$ cat src/rtl/kfps2_frame_receiver.sv
`default_nettype none
// ============================================================================
// Module      : kfps2_frame_receiver
// Description : PS/2 device-to-host frame receiver. Synchronises and
//               deglitches the raw PS/2 lines, deserialises frames of
//               configurable width and parity, aborts stalled frames on
//               timeout and buffers good bytes in a valid/ready FIFO.
//               All state advances on the falling edge of the system clock.
// Revision    : 1.0 - initial release
// ============================================================================
module kfps2_frame_receiver #(
    parameter int DATA_WIDTH     = 8,
    parameter int PARITY_MODE    = 1,
    parameter int FILTER_LENGTH  = 4,
    parameter int TIMEOUT_CYCLES = 2000,
    parameter int FIFO_DEPTH     = 4
) (
    input  logic                  clock,
    input  logic                  reset,
    input  logic                  device_clock,
    input  logic                  device_data,
    output logic [DATA_WIDTH-1:0] data_out,
    output logic                  data_valid,
    input  logic                  data_ready,
    output logic                  parity_error,
    output logic                  framing_error,
    output logic                  timeout_error,
    output logic                  overflow_flag,
    output logic                  busy
);

    localparam int c_FILT_W = 4;
    localparam int c_TMR_W  = $clog2(TIMEOUT_CYCLES + 1);
    localparam int c_BIT_W  = $clog2(DATA_WIDTH + 1);
    localparam int c_PTR_W  = $clog2(FIFO_DEPTH);
    localparam int c_CNT_W  = c_PTR_W + 1;

    localparam logic [1:0] c_ST_IDLE   = 2'd0;
    localparam logic [1:0] c_ST_DATA   = 2'd1;
    localparam logic [1:0] c_ST_PARITY = 2'd2;
    localparam logic [1:0] c_ST_STOP   = 2'd3;

    // ------------------------------------------------------------------
    // Synchroniser and glitch filter
    // ------------------------------------------------------------------
    logic                r_clk_meta;
    logic                r_clk_sync;
    logic                r_dat_meta;
    logic                r_dat_sync;
    logic                r_filt_clk;
    logic [c_FILT_W-1:0] r_filt_cnt;
    logic                w_filt_diff;
    logic                w_filt_toggle;
    logic                w_fall;

    assign w_filt_diff   = (r_clk_sync != r_filt_clk);
    // The toggle fires on the cycle the run of differing samples reaches FILTER_LENGTH
    assign w_filt_toggle = w_filt_diff && (r_filt_cnt == c_FILT_W'(FILTER_LENGTH - 1));
    assign w_fall        = w_filt_toggle && r_filt_clk;

    // Two-flop synchronisers; idle-high lines so they reset to 1
    always_ff @(negedge clock or posedge reset) begin
        if (reset) begin
            r_clk_meta <= 1'b1;
            r_clk_sync <= 1'b1;
            r_dat_meta <= 1'b1;
            r_dat_sync <= 1'b1;
        end else begin
            r_clk_meta <= device_clock;
            r_clk_sync <= r_clk_meta;
            r_dat_meta <= device_data;
            r_dat_sync <= r_dat_meta;
        end
    end

    // Filtered clock changes only after FILTER_LENGTH consecutive differing samples
    always_ff @(negedge clock or posedge reset) begin
        if (reset) begin
            r_filt_clk <= 1'b1;
            r_filt_cnt <= '0;
        end else if (w_filt_toggle) begin
            r_filt_clk <= ~r_filt_clk;
            r_filt_cnt <= '0;
        end else if (w_filt_diff) begin
            r_filt_cnt <= r_filt_cnt + 1'b1;
        end else begin
            r_filt_cnt <= '0;
        end
    end

    // ------------------------------------------------------------------
    // Frame FSM, timeout and frame evaluation
    // ------------------------------------------------------------------
    logic [1:0]            r_state;
    logic [c_BIT_W-1:0]    r_bit_count;
    logic [DATA_WIDTH-1:0] r_shift;
    logic                  r_parity_bit;
    logic [c_TMR_W-1:0]    r_timer;
    logic                  r_parity_error;
    logic                  r_framing_error;
    logic                  r_timeout_error;
    logic                  w_stop_fall;
    logic                  w_parity_ok;
    logic                  w_push;
    logic                  w_timeout;

    assign w_stop_fall = w_fall && (r_state == c_ST_STOP);
    // Mode 1 wants an odd total of ones across data+parity, mode 2 an even total
    assign w_parity_ok = (PARITY_MODE == 0) || ((^r_shift ^ r_parity_bit) == (PARITY_MODE == 1));
    // Stop bit is the data sample taken with the stop-bit fall
    assign w_push      = w_stop_fall && w_parity_ok && r_dat_sync;
    // Timer reaches TIMEOUT_CYCLES on this edge unless a fall restarts it
    assign w_timeout   = (r_state != c_ST_IDLE) && !w_fall &&
                         (r_timer == c_TMR_W'(TIMEOUT_CYCLES - 1));

    // Frame state machine with timeout abort and registered error pulses
    always_ff @(negedge clock or posedge reset) begin
        if (reset) begin
            r_state         <= c_ST_IDLE;
            r_bit_count     <= '0;
            r_shift         <= '0;
            r_parity_bit    <= 1'b0;
            r_timer         <= '0;
            r_parity_error  <= 1'b0;
            r_framing_error <= 1'b0;
            r_timeout_error <= 1'b0;
        end else begin
            r_parity_error  <= 1'b0;
            r_framing_error <= 1'b0;
            r_timeout_error <= 1'b0;

            if ((r_state == c_ST_IDLE) || w_fall) begin
                r_timer <= '0;
            end else begin
                r_timer <= r_timer + 1'b1;
            end

            if (w_timeout) begin
                r_state         <= c_ST_IDLE;
                r_timer         <= '0;
                r_timeout_error <= 1'b1;
            end else if (w_fall) begin
                case (r_state)
                    c_ST_IDLE: begin
                        if (!r_dat_sync) begin
                            r_state     <= c_ST_DATA;
                            r_bit_count <= '0;
                        end
                    end
                    c_ST_DATA: begin
                        r_shift     <= {r_dat_sync, r_shift[DATA_WIDTH-1:1]};
                        r_bit_count <= r_bit_count + 1'b1;
                        if (r_bit_count == c_BIT_W'(DATA_WIDTH - 1)) begin
                            r_state <= (PARITY_MODE != 0) ? c_ST_PARITY : c_ST_STOP;
                        end
                    end
                    c_ST_PARITY: begin
                        r_parity_bit <= r_dat_sync;
                        r_state      <= c_ST_STOP;
                    end
                    c_ST_STOP: begin
                        r_state         <= c_ST_IDLE;
                        r_parity_error  <= !w_parity_ok;
                        r_framing_error <= !r_dat_sync;
                    end
                    default: r_state <= c_ST_IDLE;
                endcase
            end
        end
    end

    // ------------------------------------------------------------------
    // Output FIFO
    // ------------------------------------------------------------------
    logic [DATA_WIDTH-1:0] r_mem [FIFO_DEPTH];
    logic [c_PTR_W-1:0]    r_wr_ptr;
    logic [c_PTR_W-1:0]    r_rd_ptr;
    logic [c_CNT_W-1:0]    r_count;
    logic                  r_overflow;
    logic                  w_full;
    logic                  w_pop;
    logic                  w_wr_en;

    assign w_full  = (r_count == c_CNT_W'(FIFO_DEPTH));
    assign w_pop   = (r_count != '0) && data_ready;
    // A full FIFO still accepts a push when the head leaves in the same cycle
    assign w_wr_en = w_push && (!w_full || w_pop);

    // FIFO storage, pointers and occupancy; overflow pulses when a good frame is dropped
    always_ff @(negedge clock or posedge reset) begin
        if (reset) begin
            for (int i = 0; i < FIFO_DEPTH; i++) begin
                r_mem[i] <= '0;
            end
            r_wr_ptr   <= '0;
            r_rd_ptr   <= '0;
            r_count    <= '0;
            r_overflow <= 1'b0;
        end else begin
            r_overflow <= w_push && w_full && !w_pop;
            if (w_wr_en) begin
                r_mem[r_wr_ptr] <= r_shift;
                r_wr_ptr        <= r_wr_ptr + 1'b1;
            end
            if (w_pop) begin
                r_rd_ptr <= r_rd_ptr + 1'b1;
            end
            case ({w_wr_en, w_pop})
                2'b10:   r_count <= r_count + 1'b1;
                2'b01:   r_count <= r_count - 1'b1;
                default: r_count <= r_count;
            endcase
        end
    end

    assign data_out      = r_mem[r_rd_ptr];
    assign data_valid    = (r_count != '0);
    assign parity_error  = r_parity_error;
    assign framing_error = r_framing_error;
    assign timeout_error = r_timeout_error;
    assign overflow_flag = r_overflow;
    assign busy          = (r_state != c_ST_IDLE);

endmodule
`default_nettype wire
$ cat config.mk
export PLATFORM = sky130hd
export DESIGN_NAME = kfps2_frame_receiver
export DESIGN_NICKNAME = d
export VERILOG_FILES = /design/src/rtl/kfps2_frame_receiver.sv
export SDC_FILE = /design/constraint.sdc
export NUM_CORES = 1
export LEC_CHECK = 0
export BUFFER_PORTS_ARGS = -buffer_cell sky130_fd_sc_hd__buf_4
export CAP_MARGIN = 20
export CELL_PAD_IN_SITES_DETAIL_PLACEMENT = 0
export CELL_PAD_IN_SITES_GLOBAL_PLACEMENT = 1
export CORE_ASPECT_RATIO = 1.1
export CORE_MARGIN = 1.5
export CORE_UTILIZATION = 47
export CTS_BUF_LIST = sky130_fd_sc_hd__clkbuf_8
export DETAILED_ROUTE_END_ITERATION = 16
export PLACE_DENSITY = 0.89
export RECOVER_POWER = 25
export SETUP_SLACK_MARGIN = 0.1
export SYNTH_ARGS = -nofsm -noshare
export SYNTH_HDL_FRONTEND = slang
export SYNTH_SLANG_ARGS = --single-unit
$ cat constraint.sdc
create_clock -name clock -period 2.79 [get_ports clock]
set_clock_uncertainty 0.2 [all_clocks]
set_input_delay 0.279 -clock clock [delete_from_list [all_inputs] [get_ports clock]]
set_output_delay 0.279 -clock clock [all_outputs]
set_load 0.03 [all_outputs]
==> impl_metrics.py <==
metrics = {
    "route": {
        "routed_wl_um": 6910,
        "wl_per_cell_um": 16.4,
        "drt_iter0_markers": 82,
        "drc_errors": 0,
        "ant_nets": 0,
        "first_pass_iters": 4,
        "vias_per_cell": 5.29,
        "num_vias": 2227,
    },
    "power_and_ir_drop": {
        "peakVddDrop_mv": 0.433,
        "power_density_nw_per_um2": 684,
        "power_leakage_nw": 2.33,
    },
    "clock_network": {
        "htree_levels": 3,
        "cts_made_buffers": 9,
        "cts_tree": "done",
        "cts_buffer_depth": 2,
        "clk_pin_slew_ns": 0.05,
        "hold_buffers": 0,
        "clk_latency_ns": 0.39,
        "cts_root_buf": "clkbuf_8",
        "cts_sinks": 78,
    },
    "cells_and_area": {
        "final_common_cell": "dfrtn_1",
        "final_nets": 348,
        "fillers": 548,
        "ff_latch_area_um2": 1960,
        "n_antenna_cell": 0,
        "final_cell_mix": "dfrtn_1, mux2_4, nor2_1, buf_4, nand2_1",
        "fin_area_um2": 4600,
        "fin_cells": 421,
        "drive_gt1_frac": 0.398,
        "syn2layout_area_growth_pct": 28.5,
        "multiInputGateArea_um2": 1790,
    },
    "timing": {
        "rsz0062_at_grt": "true",
        "tightest_slew_ns": 0.685,
        "setup_slack_ns": -0.746,
        "hold_viol": 0,
        "finalMaxSlewViolations": 0,
        "setup_viol": 45,
        "max_slew_margin": 0.541,
    },
    "place": {
        "io_buffers": 18,
        "hpwl_um": 4410,
        "dp_cells": 397,
        "placed_area_um2": 4060,
        "gp_congestion": 0.735,
    },
    "global_routing": {
        "grt_max_degree": 48,
        "grt_pass1_vias": 2348,
        "gr-total-overflow": 0,
        "antenna_found_initial": 0,
        "grt_use_total": 0.187,
        "grt_pass1_wl_um": 11500,
    },
    "synthesis": {
        "synth_edf_count": 0,
        "async_reset_ff_frac": 1.00,
        "syn-cell-area_um2": 3580,
        "syn_avg_cell_area_um2": 13.1,
        "ys_seq_elements": 78,
        "syn_nets": 293,
        "seq_area_frac_synth": 0.547,
        "synthCells": 274,
        "yosys_warnings": 0,
        "ys.flop_type": "dfrtn_1",
        "ys_types": 35,
    },
    "die": {
        "row_count": 33,
        "coreArea_um2": 7430,
        "fp.dieW_um": 86.2,
        "ios": 19,
        "die-area_um2": 8140,
        "start_util": 0.481,
        "die_h_um": 94.5,
    },
    "hold_path": {
        "hold_path_end": "r_dat_sync",
        "hp-start": "r_dat_meta",
        "min_path_cells": 0,
        "hold_class": "reg -> reg",
    },
    "worst_setup_path": {
        "reg2reg_to": "r_count[2]",
        "path_class": "reg -> out",
        "r2r_slack_ns": 0.15,
        "crit_required_ns": 2.31,
        "crit_fanout": 7,
        "cp_slowest_stage_delay_ns": 0.54,
        "cp_slowest_cell": "mux4_2",
        "critPathArrivalTime_ns": 3.06,
        "reg2regPathDepth": 10,
        "start_kind": "flop",
        "endpoint_kind": "primary output",
        "cp_cell_sequence": "buf_12 > mux4_2 > buf_6",
        "r2r_start": "r_shift[7]",
    },
    "outcome": {
        "failed_checks": "negative setup slack",
        "status": "finished, violations left",
    },
    "run": {
        "cap_violations": 0,
    },
}
[cell type report]
cell class / instances / share of cell area
clock buffers: 10 / 0.0299
flip-flops and latches: 78 / 0.426
multi-input cells: 179 / 0.390
inverters: 11 / 0.00980
well taps: 87 / 0.0237
repair buffers: 45 / 0.0934
clock inverters: 11 / 0.0275
[how the worst max path moves through the flow]
stage,to,slack (ns),cells after the start,start
final,data_out[7],-0.75,3,r_rd_ptr[0]
after detailed placement,r_count[2],-0.70,9,data_ready
after global placement,r_count[2],-0.64,9,data_ready
after floorplan,r_count[2],-0.60,8,data_ready
after global routing,data_out[7],-0.80,3,r_rd_ptr[0]
after CTS,data_out[7],-0.77,3,r_rd_ptr[0]
[flip-flops by register name (all words and copies together) (netlist names), 2 cells and up]
signal       cells
r_mem           32
r_timer         11
r_shift          8
r_bit_count      4
r_filt_cnt       4
r_count          3
r_rd_ptr         2
r_state          2
r_wr_ptr         2
[synthesized netlist by cell type, types with 4 or more instances]
master,count,share of area
and3_1,5,0.0087
clkbuf_1,4,0.0042
dfrtn_1,73,0.51
dfstp_2,5,0.037
ha_1,13,0.045
inv_1,12,0.013
mux2_2,40,0.13
mux4_2,8,0.050
nand2_1,17,0.018
nand2_2,4,0.0070
nand3_1,9,0.013
nor2_1,25,0.026
nor3_1,4,0.0056
xnor2_1,13,0.032
xor2_1,9,0.022
[logic make-up after synthesis]
logic type,Yosys count,synth area share
simple gates,78,0.106
mux,53,0.191
flops,78,0.547
xor+xnor,24,0.0679
buf+inv,17,0.0178
fa+ha+maj,14,0.0511
compound gates,10,0.0189
[power breakdown]
part / internal [W] / switching [W]
sequential: 0.00123 / 0.0000618
combinational: 0.000405 / 0.000394
clock: 0.000624 / 0.000429
[metrics by stage]
step | setup WS, ns | hold WS (ns) | total power [W] | TNS [ns] | utilization
4_1_cts | -0.768 | 0.146 | 0.00318 | -6.91 | 0.619
5_1_grt | -0.798 | 0.150 | 0.00332 | -11.90 | 0.619
3_3_place_gp | -0.636 | 0.146 | 0.00205 | -17.18 | 0.547
3_5_place_dp | -0.702 | 0.147 | 0.00208 | -18.44 | 0.547
2_1_floorplan | -0.598 | 0.145 | 0.00180 | -7.60 | -
6_report | -0.746 | 0.148 | 0.00315 | -9.70 | 0.619
[layer usage]
metal  track usage  vias to the layer above  wire length, µm
met5             0                        -                0
li1              -                     1053                -
met2         0.319                       23             3600
met1         0.228                     1140             3030
met4        0.0927                        0               90
met3        0.0350                       11              193
[critical path, delay by kind of cell, from the launching register on]
family	cells	cell delay, ns
multiplexers	1	0.54
flip-flops	1	0.47
buffers and inverters	2	0.31
[what timing repair did]
item / CTS / global route
pin swaps: 8 / 2
endpoints found under the setup margin: 49 / 50
buffers inserted: 4 / 1
resized for setup: 65 / 2
Note: power is estimated with default switching activity, not from simulation.
